$ cat src/rtl/rx_lane_controller.sv
// rtl/rx_lane_controller.sv - Aurora RX lane controller: ordered-set decode, lock FSM, word reassembly
// Define RX_LANE_CTRL_STATS_EN to add o_err_count, a saturating count of frame_err strobes.
package rx_lane_controller_pkg;
  typedef enum logic [2:0] {
    OS_NONE,
    OS_IDLE,
    OS_CLOCK_COMP,
    OS_CHANNEL_BOND,
    OS_VERIFY
  } ordered_sets_e;
endpackage

module rx_lane_controller
  import rx_lane_controller_pkg::*;
#(
  parameter int LANES       = 4,
  parameter int LANE_SEL_W  = 2,
  parameter int BYTE_W      = 8,
  parameter int DATA_W      = 32,
  parameter int LOCK_IDLES  = 4,
  parameter int UNLOCK_ERRS = 3
) (
  input  logic                              i_clk,
  input  logic                              i_rst_n,
  input  logic                              i_single_lane,
  input  logic [LANE_SEL_W-1:0]             i_lane_select,
  input  logic [LANES-1:0]                  i_ctrl_in,
  input  logic [LANES-1:0][BYTE_W-1:0]      i_data_in,
  output logic [DATA_W-1:0]                 o_data_out,
  output logic                              o_data_valid,
  output ordered_sets_e                     o_ordered_sets,
  output logic                              o_locked,
`ifdef RX_LANE_CTRL_STATS_EN
  output logic [15:0]                       o_err_count,
`endif
  output logic                              o_frame_err
);

  localparam int IDX_W  = (LANES > 1) ? $clog2(LANES) : 1;
  localparam int IDLE_W = $clog2(LOCK_IDLES + 1);
  localparam int ERR_W  = $clog2(UNLOCK_ERRS + 1);
  localparam int ACC_W  = DATA_W - BYTE_W;

  localparam logic [BYTE_W-1:0] K_IDLE = BYTE_W'(8'hBC);
  localparam logic [BYTE_W-1:0] K_CC   = BYTE_W'(8'h1C);
  localparam logic [BYTE_W-1:0] K_CB   = BYTE_W'(8'h7C);
  localparam logic [BYTE_W-1:0] K_VER  = BYTE_W'(8'hFB);

  typedef enum logic [1:0] {CL_DATA, CL_CONTROL, CL_INVALID} class_e;
  typedef enum logic {ST_HUNT, ST_LOCKED} state_e;

  state_e              r_state;
  logic                r_locked;
  logic [IDLE_W-1:0]   r_idle_cnt;
  logic [ERR_W-1:0]    r_err_run;
  logic [IDX_W-1:0]    r_idx;
  logic [ACC_W-1:0]    r_acc;
  logic                r_single_lane;
  logic [LANE_SEL_W-1:0] r_lane_select;
  logic [DATA_W-1:0]   r_data_out;
  logic                r_data_valid;
  ordered_sets_e       r_ordered_sets;
  logic                r_frame_err;

  logic                w_k_match;
  logic                w_all_k;
  logic                w_no_k;
  logic [BYTE_W-1:0]   w_ref_byte;
  ordered_sets_e       w_code;
  class_e              w_class;
  logic [DATA_W-1:0]   w_lane_word;
  logic                w_mode_chg;
  logic [IDX_W-1:0]    w_idx;
  logic [DATA_W-1:0]   w_acc_next;
  logic                w_frame_err;

  // Classification only looks at the lanes in use; in multi-lane mode all K bytes must agree.
  always_comb begin
    w_k_match = 1'b1;
    for (int i = 1; i < LANES; i++) begin
      if (i_data_in[i] != i_data_in[0]) w_k_match = 1'b0;
    end
    w_ref_byte = i_single_lane ? i_data_in[i_lane_select] : i_data_in[0];
    w_all_k    = i_single_lane ? i_ctrl_in[i_lane_select] : ((&i_ctrl_in) && w_k_match);
    w_no_k     = i_single_lane ? ~i_ctrl_in[i_lane_select] : ~(|i_ctrl_in);
    case (w_ref_byte)
      K_IDLE:  w_code = OS_IDLE;
      K_CC:    w_code = OS_CLOCK_COMP;
      K_CB:    w_code = OS_CHANNEL_BOND;
      K_VER:   w_code = OS_VERIFY;
      default: w_code = OS_NONE;
    endcase
    if (w_no_k)                             w_class = CL_DATA;
    else if (w_all_k && w_code != OS_NONE)  w_class = CL_CONTROL;
    else                                    w_class = CL_INVALID;
  end

  always_comb begin
    w_lane_word = '0;
    for (int i = 0; i < LANES; i++) begin
      w_lane_word[DATA_W-1-i*BYTE_W -: BYTE_W] = i_data_in[i];
    end
  end

  // A lane-mode change restarts reassembly in the same cycle the new mode is seen.
  assign w_mode_chg = (i_single_lane != r_single_lane) || (i_lane_select != r_lane_select);
  assign w_idx      = w_mode_chg ? '0 : r_idx;
  assign w_acc_next = {(w_mode_chg ? {ACC_W{1'b0}} : r_acc), w_ref_byte};

  assign w_frame_err = (w_class == CL_INVALID) ||
                       ((r_state == ST_LOCKED) && i_single_lane && (w_class == CL_CONTROL) &&
                        (w_code != OS_CLOCK_COMP) && (w_idx != '0));

  always_ff @(posedge i_clk) begin
    if (!i_rst_n) begin
      r_state        <= ST_HUNT;
      r_locked       <= 1'b0;
      r_idle_cnt     <= '0;
      r_err_run      <= '0;
      r_idx          <= '0;
      r_acc          <= '0;
      r_single_lane  <= 1'b0;
      r_lane_select  <= '0;
      r_data_out     <= '0;
      r_data_valid   <= 1'b0;
      r_ordered_sets <= OS_NONE;
      r_frame_err    <= 1'b0;
    end else begin
      r_single_lane  <= i_single_lane;
      r_lane_select  <= i_lane_select;
      r_data_valid   <= 1'b0;
      r_frame_err    <= w_frame_err;
      r_ordered_sets <= (w_class == CL_CONTROL) ? w_code : OS_NONE;
      r_idx          <= w_idx;
      r_acc          <= w_mode_chg ? '0 : r_acc;
      case (r_state)
        ST_HUNT: begin
          r_idx <= '0;
          r_acc <= '0;
          if (w_class == CL_CONTROL && w_code == OS_IDLE) begin
            if (r_idle_cnt == IDLE_W'(LOCK_IDLES - 1)) begin
              r_state    <= ST_LOCKED;
              r_locked   <= 1'b1;
              r_idle_cnt <= '0;
            end else begin
              r_idle_cnt <= r_idle_cnt + 1'b1;
            end
          end else begin
            r_idle_cnt <= '0;
          end
        end
        ST_LOCKED: begin
          if (w_class == CL_INVALID) begin
            r_idx <= '0;
            r_acc <= '0;
            if (r_err_run == ERR_W'(UNLOCK_ERRS - 1)) begin
              r_state    <= ST_HUNT;
              r_locked   <= 1'b0;
              r_err_run  <= '0;
              r_idle_cnt <= '0;
            end else begin
              r_err_run <= r_err_run + 1'b1;
            end
          end else begin
            r_err_run <= '0;
            if (w_class == CL_DATA) begin
              if (!i_single_lane) begin
                r_data_out   <= w_lane_word;
                r_data_valid <= 1'b1;
              end else if (w_idx == IDX_W'(LANES - 1)) begin
                r_data_out   <= w_acc_next;
                r_data_valid <= 1'b1;
                r_idx        <= '0;
                r_acc        <= '0;
              end else begin
                r_idx <= w_idx + 1'b1;
                r_acc <= w_acc_next[ACC_W-1:0];
              end
            end else if (w_code != OS_CLOCK_COMP) begin
              r_idx <= '0;
              r_acc <= '0;
            end
          end
        end
        default: r_state <= ST_HUNT;
      endcase
    end
  end

`ifdef RX_LANE_CTRL_STATS_EN
  logic [15:0] r_err_count;

  always_ff @(posedge i_clk) begin
    if (!i_rst_n) begin
      r_err_count <= '0;
    end else if (w_frame_err && r_err_count != 16'hFFFF) begin
      r_err_count <= r_err_count + 16'd1;
    end
  end

  assign o_err_count = r_err_count;
`endif

  assign o_data_out     = r_data_out;
  assign o_data_valid   = r_data_valid;
  assign o_ordered_sets = r_ordered_sets;
  assign o_locked       = r_locked;
  assign o_frame_err    = r_frame_err;

endmodule

$ cat config.mk
export PLATFORM = sky130hd
export DESIGN_NAME = rx_lane_controller
export DESIGN_NICKNAME = d
export VERILOG_FILES = /design/src/rtl/rx_lane_controller.sv
export SDC_FILE = /design/constraint.sdc
export NUM_CORES = 1
export LEC_CHECK = 0
export CAP_MARGIN = 15
export CORE_ASPECT_RATIO = 0.6
export CORE_UTILIZATION = 52
export DETAILED_ROUTE_END_ITERATION = 16
export PLACE_DENSITY = 0.8
export SYNTH_ARGS = -nofsm -noshare
export SYNTH_HDL_FRONTEND = slang
export SYNTH_SLANG_ARGS = --single-unit
$ cat constraint.sdc
create_clock -name i_clk -period 4.99 [get_ports i_clk]
set_clock_uncertainty 0.15 [all_clocks]
set_input_delay 1.497 -clock i_clk [delete_from_list [all_inputs] [get_ports i_clk]]
set_output_delay 1.497 -clock i_clk [all_outputs]
set_load 0.05 [all_outputs]
# ---- After elaboration in Yosys (flattened, before gate mapping)
# Cells that the tools add are included.
dict set report classes {
  mux 48
  reduce_logical 19
  add_sub_neg 3
  magnitude_cmp 1
  n_bitwise 6
  n_eq_ne 21
}
# cell n
set ops {}
lappend ops {{2-to-1 mux 24 bit} 6}
lappend ops {{2-to-1 mux 32 bit} 2}
lappend ops {{one-hot mux 24 bit (2 select lines)} 1}
lappend ops {{!= test 8 bit} 3}
lappend ops {{2-to-1 mux 2 bit} 10}
lappend ops {{binary-select mux 8 bit (select 2 bit)} 1}
lappend ops {{equality test 8 bit (second input constant)} 2}
lappend ops {{2-to-1 mux 1 bit} 16}
lappend ops {{2-to-1 mux 8 bit} 2}
lappend ops {{2-to-1 mux 3 bit} 4}
lappend ops {{one-hot mux 3 bit (4 select lines)} 1}
lappend ops {{AND reduction 4 bit} 3}
lappend ops {{equality test 8 x 5 -> 1 bit (second input constant)} 1}
lappend ops {{equality test 8 x 7 -> 1 bit (second input constant)} 1}
lappend ops {{OR reduction 4 bit} 2}
lappend ops {{logical AND 1 bit} 7}
lappend ops {{equality test 2 bit (second input constant)} 3}
lappend ops {{!= test 2 x 1 -> 1 bit (second input constant)} 3}
lappend ops {{inverter 1 bit} 6}
lappend ops {{one-hot mux 3 bit (2 select lines)} 1}
lappend ops {{adder 2 x 1 -> 2 bit (second input constant)} 2}
lappend ops {{!= test 2 bit (second input constant)} 2}
lappend ops {{one-hot mux 1 bit (2 select lines)} 2}
lappend ops {{one-hot mux 2 bit (2 select lines)} 1}
lappend ops {{14 further kinds} 16}
dict set report word_totals {
  ff_bits 73
  output_inout_bits 38
}

# ---- Depth between registers and ports, before layout
# Gate-level depths: netlist of the first run.
dict set report logic_depth {
  depth_word 14
  ltp_mapped 14
  depth_no_buf 10
}

# ---- Worst setup path after synthesis of the first run
# Ideal clock, no wire load.
dict set report synth_path {
  path_kind {input port to flip-flop}
  start {input port i_lane_select[0]}
  end {register r_data_out[28], in the netlist o_data_out[28]}
  cell_stages 13
  path_slack_ns 0.838
  t_arrival_ns 3.865
  setup_ns 0.137
  cell_sequence {buf_2 -> buf_2 -> xor2_1 -> nor3_1 -> clkbuf_1 -> nand2_1 -> inv_1 -> ha_1 -> nand2b_1 -> and3_1 -> buf_2 -> buf_1 -> a31oi_1}
}
dict set report synth_between {
  elab_chain_len 12
}
# item line
set synth_rtl {}
lappend synth_rtl {{from (decl)} 26} ;# input logic [LANE_SEL_W-1:0] i_lane_select,
lappend synth_rtl {{binary-select mux 8 bit (select 2 bit)} 83} ;# w_ref_byte = i_single_lane ? i_data_in[i_lane_select] : i_data_in[0];
lappend synth_rtl {{2-to-1 mux 8 bit (not written as such)} 83}
lappend synth_rtl {{2-to-1 mux 8 bit} 83}
lappend synth_rtl {{equality test 8 bit (tied with other cells)} 86} ;# case (w_ref_byte)
lappend synth_rtl {{one-hot mux 3 bit (4 select lines)} 86}
lappend synth_rtl {{nonzero test 3 bit} 94} ;# else if (w_all_k && w_code != OS_NONE) w_class = CL_CONTROL;
lappend synth_rtl {{logical AND 1 bit} 94}
lappend synth_rtl {{2-to-1 mux 2 bit} 94}
lappend synth_rtl {{2-to-1 mux 2 bit} 93} ;# if (w_no_k) w_class = CL_DATA;
lappend synth_rtl {{equality test 2 bit} 153} ;# if (w_class == CL_INVALID) begin
lappend synth_rtl {{inverter 1 bit (no line)} n/a}
lappend synth_rtl {{AND reduction 4 bit (no line)} n/a}
lappend synth_rtl {{to (signal assigned)} 168} ;# r_data_out <= w_lane_word;
lappend synth_rtl {{to (signal assigned)} 171} ;# r_data_out <= w_acc_next;
lappend synth_rtl {{to (decl)} 60} ;# logic [DATA_W-1:0] r_data_out;
# Several ways; a longest one is shown, not always the timed one. The select of a mux whose other input is x is not followed.
# A chain may end at the register's enable or synchronous reset.

# ---- Worst setup path after layout of the first run
dict set report layout_path {
  start {input port i_lane_select[1]}
  end {register r_idle_cnt[0]}
}
dict set report layout_between {
  elab_chain_len 13
}
# item line
set layout_rtl {}
lappend layout_rtl {{binary-select mux 8 bit (select 2 bit)} 83}
lappend layout_rtl {{2-to-1 mux 8 bit (not written as such)} 83}
lappend layout_rtl {{2-to-1 mux 8 bit} 83}
lappend layout_rtl {{equality test 8 bit (tied with other cells)} 86}
lappend layout_rtl {{one-hot mux 3 bit (4 select lines)} 86}
lappend layout_rtl {{nonzero test 3 bit} 94}
lappend layout_rtl {{logical AND 1 bit} 94}
lappend layout_rtl {{2-to-1 mux 2 bit} 94}
lappend layout_rtl {{2-to-1 mux 2 bit} 93}
lappend layout_rtl {{equality test 2 x 1 -> 1 bit} 140} ;# if (w_class == CL_CONTROL && w_code == OS_IDLE) begin
lappend layout_rtl {{logical AND 1 bit} 140}
lappend layout_rtl {{2-to-1 mux 3 bit} 140}
lappend layout_rtl {{one-hot mux 3 bit (2 select lines)} 136} ;# case (r_state)
lappend layout_rtl {{to (signal assigned)} 146} ;# r_idle_cnt <= r_idle_cnt + 1'b1;
lappend layout_rtl {{to (decl)} 54} ;# logic [IDLE_W-1:0] r_idle_cnt;
# Several ways; a longest one is shown, not always the timed one. The select of a mux whose other input is x is not followed.

==> results of run 1 <==
[logic make-up after synthesis]
| group | Yosys count | synth area share, % |
|---|---|---|
| compound gates | 118 | 24.18 |
| fa+ha+maj | 3 | 0.9350 |
| flops | 73 | 36.40 |
| xor+xnor | 13 | 2.836 |
| buf+inv | 48 | 5.204 |
| simple gates | 186 | 23.40 |
| mux | 20 | 7.043 |
[power breakdown]
group	total, mW	switching (mW)	internal [mW]
registers	0.586	0.000841	0.585
clock network	0.708	0.267	0.441
logic	0.202	0.125	0.0775
[layout make-up]
type	instances	area, µm²
multi-input combinational	340	2351
fill	564	2143
sequential	73	1461
timing repair buffer	95	920.9
clock buffer	10	229.0
tap	104	130.1
clock inverter	6	91.34
inverter	8	30.03
[layout by cell type, fill, tap and decap left out, types with 4 or more instances in the layout]
cell                              instances
sky130_fd_sc_hd__clkdlybuf4s50_1         78
sky130_fd_sc_hd__dfxtp_1                 73
sky130_fd_sc_hd__nand3_1                 71
sky130_fd_sc_hd__nand2_1                 52
sky130_fd_sc_hd__o211a_1                 32
sky130_fd_sc_hd__a21oi_1                 26
sky130_fd_sc_hd__o2111ai_1               18
sky130_fd_sc_hd__buf_4                   16
sky130_fd_sc_hd__and3_1                  11
sky130_fd_sc_hd__mux2i_1                 11
sky130_fd_sc_hd__xor2_1                  10
sky130_fd_sc_hd__nor3_1                   9
sky130_fd_sc_hd__nor2_1                   9
sky130_fd_sc_hd__clkbuf_16                9
sky130_fd_sc_hd__inv_1                    8
sky130_fd_sc_hd__nand2b_1                 6
sky130_fd_sc_hd__o211ai_1                 6
sky130_fd_sc_hd__o22ai_1                  5
sky130_fd_sc_hd__mux4_2                   5
sky130_fd_sc_hd__and2_1                   5
sky130_fd_sc_hd__nor4_1                   4
sky130_fd_sc_hd__nor2b_1                  4
sky130_fd_sc_hd__o21a_1                   4
sky130_fd_sc_hd__o21ai_0                  4
[stage by stage]
step           setup WS (ns)  hold WS [ns]  total power [mW]  utilization (%)  cells
3_5_place_dp          0.1481        0.2974            0.7939            66.51    620
5_1_grt               0.2235        0.3337             1.533            70.87    636
4_1_cts               0.4717        0.3057             1.496            70.87    636
2_1_floorplan         0.8381        0.2745            0.7101                -    461
3_3_place_gp         0.08420        0.2810            0.7954            66.51    620
6_report              0.4573        0.3117             1.496            70.87    636
[flip-flops by register name, indices dropped and copies added, names as in the netlist]
register and cells:
o_frame_err 1, o_locked 1, r_state 1, o_data_valid 1
r_idx 2, r_err_run 2, r_acc 24, o_ordered_sets 3
r_idle_cnt 3, r_lane_select 2, o_data_out 32, r_single_lane 1
[Yosys cell counts, drive strengths merged (6+ instances only)]
library cell and n:
dfxtp 73, nand3 71, nand2 53, o211a 32, clkbuf 27, a21oi 26, o2111ai 19, buf 13
and3 12, mux2i 11, nor3 11, xor2 10, nor2 9, inv 8, mux4 6, nand2b 6
o211ai 6, o21ai 6
[metal layers]
metal	vias up	wire, µm	global-route usage (%)	share of wire (%)
met2	223	5318	46.71	40
met5	-	0	0	0
met1	1891	6062	50.16	46
met3	16	1590	10.16	12
li1	1861	-	-	-
met4	0	179	9.957	1.4
[worst max-delay path, cell delays in order]
cell and delay [ns]:
sky130_fd_sc_hd__clkdlybuf4s50_1 0.71, sky130_fd_sc_hd__mux4_2 0.61, sky130_fd_sc_hd__and4bb_1 0.33, sky130_fd_sc_hd__nand3_1 0.14, sky130_fd_sc_hd__a2111oi_0 0.66, sky130_fd_sc_hd__buf_4 0.24, sky130_fd_sc_hd__nand3_1 0.10, sky130_fd_sc_hd__nor2_1 0.21
sky130_fd_sc_hd__mux2_2 0.18
[how the worst min path moves through the flow]
stage / start / depth (start not counted) / end
after floorplan: r_idle_cnt[2]$_SDFFE_PN0P_ / 1 / r_idle_cnt[2]$_SDFFE_PN0P_
after global placement: r_idle_cnt[2]$_SDFFE_PN0P_ / 1 / r_idle_cnt[2]$_SDFFE_PN0P_
after detailed placement: r_idle_cnt[2]$_SDFFE_PN0P_ / 1 / r_idle_cnt[2]$_SDFFE_PN0P_
after CTS: r_idle_cnt[2]$_SDFFE_PN0P_ / 1 / r_idle_cnt[2]$_SDFFE_PN0P_
after global routing: r_idle_cnt[2]$_SDFFE_PN0P_ / 1 / r_idle_cnt[2]$_SDFFE_PN0P_
final: r_idle_cnt[2]$_SDFFE_PN0P_ / 1 / r_idle_cnt[2]$_SDFFE_PN0P_
==> summary.md, run 1 <==
- 0 — grt total ovfl
- 73 — CTS Sinks
- 10 — depth of the worst register-to-register path
- 3 — htree depth
- 0 — number of flops mapped to enable cells by yosys
- 4.67 ns — crit path DAT
- 0.8185 ns — measured slew at the worst slew-check pin
- 6.275 — routed via count divided by cell count
- 0.34 ns — clock latency on the worst-skew pair
- 0 — hold buffer count at cts
- 78 — Port Buffers
- 9.436 mm — hpwl dp
- 33.91% — Total GRT Usage
- sky130_fd_sc_hd__clkbuf_16 — buffer type at the clock tree root
- 20.33 mm — wire length of the first global-routing pass
- 4893 µm² — post-placement cell area
- 0 ns — accumulated negative setup slack
- o_data_out[29]$_SDFFE_PN0P_ — end of the worst register-to-register path
- 0.2206 GHz — maximum frequency from static timing analysis
- 2.235 nW — static power due to leakage
- 8088 µm² — overall die area
- false — setup repair after global routing missed its margin
- 0 — final hold violations
- yes — CTS tree
- 571 — NumNets Final
- 0 — Max Cap Viol
- flop to flop — type of the most critical hold path
- 36.40% — area share of the largest cell type after synthesis
- 0 — number of setup buffers added after CTS
- complete, no violations — outcome
- 79 — ports placed on the boundary
- 3665 — number of global-route vias before repair
- 0 — Final Setup Violations
- 73 — number of synthesized register bits
- 24 — row cnt
- 0.9687 — final RePlAce weighted congestion
- 9.398% — fraction of layout cells with a size suffix above 1
- 29.85% — area growth from synthesis to layout
- r_lane_select[0]$_SDFF_PN0_ — FF-to-FF Start
- 5214 µm² — post-layout instance area
- sky130_fd_sc_hd__dfxtp_1 36%, sky130_fd_sc_hd__nand3_1 8.9%, sky130_fd_sc_hd__o211a_1 8.0% — leading post-synthesis cells by cell area
- 6 — first-pass iteration count of the detailed router
- 45.07% — normalized max-slew margin
- r_idle_cnt[0]$_SDFFE_PN0P_ — critical path capture point
- sky130_fd_sc_hd__dfxtp_1 — cell type with the highest aggregate area in the netlist
- i_lane_select[1] — start point of the critical path
- 115.4 µm — die width
- 0 — Synth warnings
- 8.710 µm² — Post-Synthesis Mean Instance Area
- 286.9 nW/µm² — power density normalized to cell area
- 4.533 ns — Period minus WS final
- 461 — Post-Syn Instances
- input port — critical path startpoint category
- 2.44 ns — register-to-register setup slack
- 70.07 µm — Die Span Y
- 8 — maximum net fanout on the critical path
- 59 — Yosys cell types
- flop — Worst setup EP type
- sky130_fd_sc_hd__dfxtp_1 — predominant post-synthesis flop cell
- 0 — initial antenna violation count
- 90.83% — fin crit share
- 7357 µm² — standard cell core area
- 2 — number of buffers on the longest clock path
- 0 — Remaining DRCs
- 54.57% — initial cell density of the core
- 20.68 µm — Wirelength per Cell
- 479 — number of DRC markers after the initial detailed-route iteration
- 36 — pin count of the biggest net entering global routing
- 0 — count of instances resized after the clock tree is built
- 13.15 mm — total detailed-routing wirelength
- 0 — fin. max-slew vios
- 3991 — via total after detailed routing
- 505 — Synth Net Count
- input port to flop — Setup CP Type
- 9 — Inserted Clock Buffers
- 0 — antenna-violating nets left
- 5.13 ns — worst path required time
- 0% — Async S/R FF share, synth
- 4015 µm² — post-synthesis instance area
- 0.0002479 V — maximum ir drop on the vdd rail
- 0.06 ns — clock-pin slew on the worst setup and hold paths
- 36.40% — sequential fraction of the synthesis area
- 0 — number of antenna repair diodes
Power figures use the tool's default switching activity.
==> run 2: changes to the inputs <==
--- a/config.mk
+++ b/config.mk
@@ -5,6 +5,7 @@
 export SDC_FILE = /design/constraint.sdc
 export NUM_CORES = 1
 export LEC_CHECK = 0
+export ABC_AREA = 1
 export CAP_MARGIN = 15
 export CORE_ASPECT_RATIO = 0.6
 export CORE_UTILIZATION = 52
==> run 2 against run 1 <==
- combinational power is 3% lower
- first-iteration DRC count rose by 7.7%
- via count grew 14%
- sequential share of layout area increased by 0.45 points
- power shrank 4.5%
- synthesized cell count increased by 30%
- critical path depth is 3 higher
- wire length is 5.2% higher
- cell count up 21%
- critical path type unchanged
- sequential power barely moved
- non-clock buffer count shrank 8
==> summary.md, run 2 <==
- complete, no violations — outcome
- 177 x sky130_fd_sc_hd__nand2_1, 73 x sky130_fd_sc_hd__dfxtp_1, 59 x sky130_fd_sc_hd__o21ai_0 — leading post-synthesis cells by instance count
- 0.5574 ns — measured slew at the worst slew-check pin
- 73 — number of synthesized register bits
- 0 — hold buffer count at cts
- 5.942 mm — total length of routed met2 wires
- 0 — Remaining DRCs
- 4544 — via total after detailed routing
- 4 — buffer and inverter count on the worst path
- 0 — number of antenna repair diodes
- 13.83 mm — total detailed-routing wirelength
- 69.46% — final core utilization
- 17.96 µm — Wirelength per Cell
- 2.107 nW — static power due to leakage
- 0 — fin. max-slew vios
- met4 — top routing layer used
- 85.63% — fin crit share
- 5.11 ns — worst path required time
- 45.4% — Clk pwr share
- 13.7% — combinational share of power
- 598 — Post-Syn Instances
- 6.771 µm² — Post-Synthesis Mean Instance Area
- 379.8 µW — Sw Pwr
- 54.81% — initial cell density of the core
- 0 — number of setup buffers added after CTS
- 0 — grt total ovfl
- 4065 — number of global-route vias before repair
- 36.09% — sequential fraction of the synthesis area
- sky130_fd_sc_hd__dfxtp_1 — cell type with the highest aggregate area in the netlist
- 0.34 ns — clock latency on the worst-skew pair
- 32 — max reg flops
- 0.0001653 V — maximum ir drop on the vdd rail
- 177 x sky130_fd_sc_hd__nand2_1, 78 x sky130_fd_sc_hd__clkdlybuf4s50_1, 73 x sky130_fd_sc_hd__dfxtp_1 — most frequent cells in the layout
- 36.09% — area share of the largest cell type after synthesis
- 6 — first-pass iteration count of the detailed router
- sky130_fd_sc_hd__dfxtp_1 — predominant post-synthesis flop cell
- 0.2875 ns — hold slack final
- 26.58% — fraction of power spent switching nets
- 6.145 mm — M1 WL
- sky130_fd_sc_hd__nand2_1 — most frequently used cell type in the post-synthesis netlist
- 0 — number of flops mapped to enable cells by yosys
- 4049 µm² — post-synthesis instance area
- 41.0% — Sequential Power Share
- 16 — maximum net fanout on the critical path
- 35.22% — Total GRT Usage
- 0 — Synth warnings
- 7387 µm² — standard cell core area
- 70.35 µm — Die Span Y
- 0 — antenna-violating nets left
- buffers and inverters — CP top delay family
- 0 — Max Cap Viol
- 516 — number of DRC markers after the initial detailed-route iteration
- 0 — initial antenna violation count
- 0 ns — accumulated negative setup slack
- 278.5 nW/µm² — power density normalized to cell area
- sky130_fd_sc_hd__inv_1 — Top cell by count, worst path
- false — setup repair after global routing missed its margin
- 3 — htree depth
- 0.60 ns — delay of the slowest critical-path stage
- 0 — Final Setup Violations
- 642 — Synth Net Count
- 1.049 mW — internal power
- 62.77% — normalized max-slew margin
- 1.003 — final RePlAce weighted congestion
- 4.273 ns — Period minus WS final
- 65 — pin count of the biggest net entering global routing
- 24 — row cnt
- 10.36% — fraction of layout cells with a size suffix above 1
- 0.06 ns — clock-pin slew on the worst setup and hold paths
- 4.39 ns — crit path DAT
- 706 — NumNets Final
- 26.73% — area growth from synthesis to layout
- 0.2340 GHz — maximum frequency from static timing analysis
- input port — critical path startpoint category
- 1.551 mm — met3 routed WL
- 10.07 mm — hpwl dp
- flop to flop — type of the most critical hold path
- 0% — Async S/R FF share, synth
- yes — CTS tree
- 21.55 mm — wire length of the first global-routing pass
- 115.9 µm — die width
- 2 — number of buffers on the longest clock path
- clkdlybuf4s50_1 > xnor2_1 > nand3_1 > clkinv_1 > nand2_1 > inv_1 > ha_1 > nor2_1 > inv_1 > o22ai_1 > o21ai_0 > nor2_2 — Cell Chain, Critical Path
- sky130_fd_sc_hd__clkbuf_16 — buffer type at the clock tree root
- flop — Worst setup EP type
- 73 — CTS Sinks
- sky130_fd_sc_hd__dfxtp_1 36%, sky130_fd_sc_hd__nand2_1 16%, sky130_fd_sc_hd__o21ai_0 7.3% — leading post-synthesis cells by cell area
- 9 — Inserted Clock Buffers
- sky130_fd_sc_hd__clkdlybuf4s50_1 — slowest cell on the critical path
- 0 — final hold violations
- input port to flop — Setup CP Type
- sky130_fd_sc_hd__nand2_1 — leading cell type in the layout, fill and taps excluded
- 8155 µm² — overall die area
- 78 — Port Buffers
- 35 — Yosys cell types
- 79 — ports placed on the boundary
- 5.901 — routed via count divided by cell count
- 0 — count of instances resized after the clock tree is built
-- run 2: cell types whose count changed in the layout (fill, tap and decap cells not counted), sizes merged, moves of 15 or more --
cell / change
a21oi: -15
a31oi: +29
inv: +34
nand2: +135
nand3: -20
nor2: +41
o2111ai: -19
o211a: -32
o21ai: +61
-- run 2: cell families (layout without fill, tap and decap cells) --
| kind of cell | Yosys count | in the layout | synth area share (%) |
|---|---|---|---|
| buf+inv | 80 | 148 | 9.302 |
| fa+ha+maj | 3 | 3 | 0.9272 |
| flops | 73 | 73 | 36.09 |
| xor+xnor | 5 | 5 | 1.082 |
| simple gates | 303 | 303 | 33.62 |
| compound gates | 134 | 134 | 18.97 |
-- run 2: worst paths after layout --
check	startpoint	to	slack, ns	cells past startpoint
hold reg to reg	r_idle_cnt[2]$_SDFFE_PN0P_	r_idle_cnt[2]$_SDFFE_PN0P_	0.29	2
hold / removal	r_idle_cnt[2]$_SDFFE_PN0P_	r_idle_cnt[2]$_SDFFE_PN0P_	0.29	2
setup / recovery	i_lane_select[1]	r_acc[12]$_SDFF_PP0_	0.72	12
setup reg to reg	r_lane_select[0]$_SDFF_PN0_	r_acc[12]$_SDFF_PP0_	2.13	11
-- run 2: worst reg2reg max path, cell delays in order, from the launching register on --
cell                       delay (ns)
sky130_fd_sc_hd__dfxtp_1         0.31
sky130_fd_sc_hd__xnor2_1         0.13
sky130_fd_sc_hd__nand3_1         0.10
sky130_fd_sc_hd__clkinv_1        0.20
sky130_fd_sc_hd__nand2_1         0.18
sky130_fd_sc_hd__inv_1           0.08
sky130_fd_sc_hd__ha_1            0.28
sky130_fd_sc_hd__nor2_1          0.45
sky130_fd_sc_hd__inv_1           0.40
sky130_fd_sc_hd__o22ai_1         0.28
sky130_fd_sc_hd__o21ai_0         0.13
sky130_fd_sc_hd__nor2_2          0.11
-- run 2: metal layers --
| metal | track usage, % | up-vias |
|---|---|---|
| li1 | - | 2135 |
| met1 | 51.16 | 2127 |
| met2 | 50.73 | 268 |
| met3 | 9.201 | 14 |
| met4 | 9.972 | 0 |
| met5 | 0 | - |
-- run 2: stage by stage --
| stage | cell area [µm²] | instances | total power [mW] | setup slack (ns) |
|---|---|---|---|---|
| finish | 5131 | 770 | 1.429 | 0.7172 |
| detailed placement | 4836 | 755 | 0.7860 | 0.4631 |
| global placement | 4836 | 755 | 0.7851 | 0.5698 |
| CTS | 5131 | 770 | 1.426 | 0.7845 |
| global route | 5131 | 770 | 1.467 | 0.4870 |
| floorplan | 4049 | 598 | 0.7077 | 0.9952 |
-- run 2: final cells by class --
class,count,area (µm²)
clock buffers,10,239.0
clock inverters,5,56.30
fillers,669,2256
inverters,46,172.7
multi-input cells,445,2211
flip-flops and latches,73,1461
well taps,104,130.1
repair buffers,87,860.8
-- run 2: power groups by stage --
stage               clock (mW)  combinational, mW  sequential, mW
global placement             0              0.187           0.598
finish                   0.648              0.195           0.586
CTS                      0.651              0.189           0.586
global route             0.672              0.210           0.586
detailed placement           0              0.188           0.599
floorplan                    0              0.107           0.601
==> run 3: changes to the inputs <==
--- a/config.mk
+++ b/config.mk
@@ -7,10 +7,12 @@
 export LEC_CHECK = 0
 export ABC_AREA = 1
 export CAP_MARGIN = 15
+export CELL_PAD_IN_SITES_DETAIL_PLACEMENT = 0
+export CELL_PAD_IN_SITES_GLOBAL_PLACEMENT = 2
 export CORE_ASPECT_RATIO = 0.6
-export CORE_UTILIZATION = 52
+export CORE_UTILIZATION = 28
 export DETAILED_ROUTE_END_ITERATION = 16
-export PLACE_DENSITY = 0.8
+export PLACE_DENSITY_LB_ADDON = 0.1
 export SYNTH_ARGS = -nofsm -noshare
 export SYNTH_HDL_FRONTEND = slang
 export SYNTH_SLANG_ARGS = --single-unit
==> run 3 against run 2 <==
- non-clock buffer count rose by 1
- worst hold slack about the same
- combinational power is essentially flat
- clock power shrank 0.6%
- power fell by 0.10%
- final area is 2.1% higher
- critical path depth did not move
- clock-buffer cell count up 1
- wire length grew 12%
- worst setup slack improved by 0.14 ns
==> summary.md, run 3 (synthesized netlist as in run 2, its figures left out) <==
- complete, no violations — outcome
- 0 — Final Setup Violations
- 157.2 µm — die width
- 33 — row cnt
- false — setup repair after global routing missed its margin
- 4303 — via total after detailed routing
- 5 — first-pass iteration count of the detailed router
- 0 — Max Cap Viol
- 0.7936 — final RePlAce weighted congestion
- 4.134 ns — Period minus WS final
- 0.0001529 V — maximum ir drop on the vdd rail
- 79 — ports placed on the boundary
- 0.06 ns — clock-pin slew on the worst setup and hold paths
- 0 — number of setup buffers added after CTS
- 0.5378 ns — measured slew at the worst slew-check pin
- 21.97% — Total GRT Usage
- 78 — Port Buffers
- 0.34 ns — clock latency on the worst-skew pair
- 5.015 — routed via count divided by cell count
- 0 — number of antenna repair diodes
- 29.18% — initial cell density of the core
- 14960 µm² — overall die area
- 0 — count of instances resized after the clock tree is built
- 0 — fin. max-slew vios
- 0 — hold buffer count at cts
- 16 — maximum net fanout on the critical path
- 5.11 ns — worst path required time
- 13870 µm² — standard cell core area
- 15.46 mm — total detailed-routing wirelength
- 9 — Inserted Clock Buffers
- 0.2419 GHz — maximum frequency from static timing analysis
- 1.427 mW — total power after layout
- 24.08 mm — wire length of the first global-routing pass
- 29.39% — area growth from synthesis to layout
- 707 — NumNets Final
- 73 — CTS Sinks
- 2211 µm² — area used by multi-input combinational logic
- 272.5 nW/µm² — power density normalized to cell area
- flop — Worst setup EP type
- 11.58 mm — hpwl dp
- 1544 — # fillers
- 64.11% — normalized max-slew margin
- 65 — pin count of the biggest net entering global routing
- input port to flop — Setup CP Type
- 18.01 µm — Wirelength per Cell
- 95.15 µm — Die Span Y
- 0 — antenna-violating nets left
- input port — critical path startpoint category
- sky130_fd_sc_hd__clkbuf_16 — buffer type at the clock tree root
- sky130_fd_sc_hd__nand2_1 — leading cell type in the layout, fill and taps excluded
- yes — CTS tree
- 32 — max reg flops
- 4078 — number of global-route vias before repair
- 177 x sky130_fd_sc_hd__nand2_1, 78 x sky130_fd_sc_hd__clkdlybuf4s50_1, 73 x sky130_fd_sc_hd__dfxtp_1 — most frequent cells in the layout
- 3 — htree depth
- 0 — final hold violations
- 4.26 ns — crit path DAT
- 0 — grt total ovfl
- 2.104 nW — static power due to leakage
- 0 — initial antenna violation count
- 2 — number of buffers on the longest clock path
- 10.21% — fraction of layout cells with a size suffix above 1
- 0 — Remaining DRCs
- 246 — number of DRC markers after the initial detailed-route iteration
- 0 ns — accumulated negative setup slack
- 82.85% — fin crit share
- 1461 µm² — register area
- flop to flop — type of the most critical hold path
[run 3: worst max-delay path, cell delays in order]
cell and delay, ns:
sky130_fd_sc_hd__clkdlybuf4s50_1 0.54, sky130_fd_sc_hd__xnor2_1 0.09, sky130_fd_sc_hd__nand3_1 0.16, sky130_fd_sc_hd__clkinv_1 0.14, sky130_fd_sc_hd__nand2_1 0.12, sky130_fd_sc_hd__inv_1 0.07
sky130_fd_sc_hd__ha_1 0.28, sky130_fd_sc_hd__nor2_1 0.44, sky130_fd_sc_hd__inv_1 0.41, sky130_fd_sc_hd__o22ai_1 0.26, sky130_fd_sc_hd__o21ai_0 0.12, sky130_fd_sc_hd__nor2_2 0.11
[run 3: routing by layer]
metal	part of all wire, %	track usage [%]	vias up
met4	1.1	5.097	0
li1	-	-	2139
met5	0	0	-
met3	4.6	3.773	16
met2	40	31.08	97
met1	54	33.73	2051
[run 3: stage by stage]
stage	setup slack [ns]	hold WS [ns]	instances	util, %	instance area (µm²)
after floorplan	0.9952	0.2624	598	-	4049
after global placement	0.5408	0.2702	844	35.71	4954
after global routing	0.6333	0.3078	858	37.76	5239
after CTS	0.8878	0.2846	858	37.76	5239
final	0.8557	0.2871	858	37.76	5239
after detailed placement	0.5358	0.2766	844	35.71	4954
[run 3: final timing paths]
| path | slack (ns) | to | from | cells after the start |
|---|---|---|---|---|
| setup reg to reg | 2.19 | r_acc[15]$_SDFF_PP0_ | r_single_lane$_SDFF_PN0_ | 11 |
| setup / recovery | 0.86 | r_acc[15]$_SDFF_PP0_ | i_lane_select[0] | 12 |
| hold reg to reg | 0.29 | r_idle_cnt[2]$_SDFFE_PN0P_ | r_idle_cnt[2]$_SDFFE_PN0P_ | 2 |
| hold / removal | 0.29 | r_idle_cnt[2]$_SDFFE_PN0P_ | r_idle_cnt[2]$_SDFFE_PN0P_ | 2 |
[run 3: area by class of cell]
| class | instances | share of cell area [%] |
|---|---|---|
| well taps | 192 | 4.586 |
| multi-input cells | 445 | 42.20 |
| inverters | 46 | 3.296 |
| clock buffers | 11 | 4.633 |
| flip-flops and latches | 73 | 27.90 |
| clock inverters | 3 | 0.8120 |
| repair buffers | 88 | 16.58 |
[run 3: report_power, final]
| part | internal (mW) | switching [mW] |
|---|---|---|
| Sequential | 0.585 | 0.000846 |
| Combinational | 0.0678 | 0.130 |
| Clock | 0.395 | 0.249 |
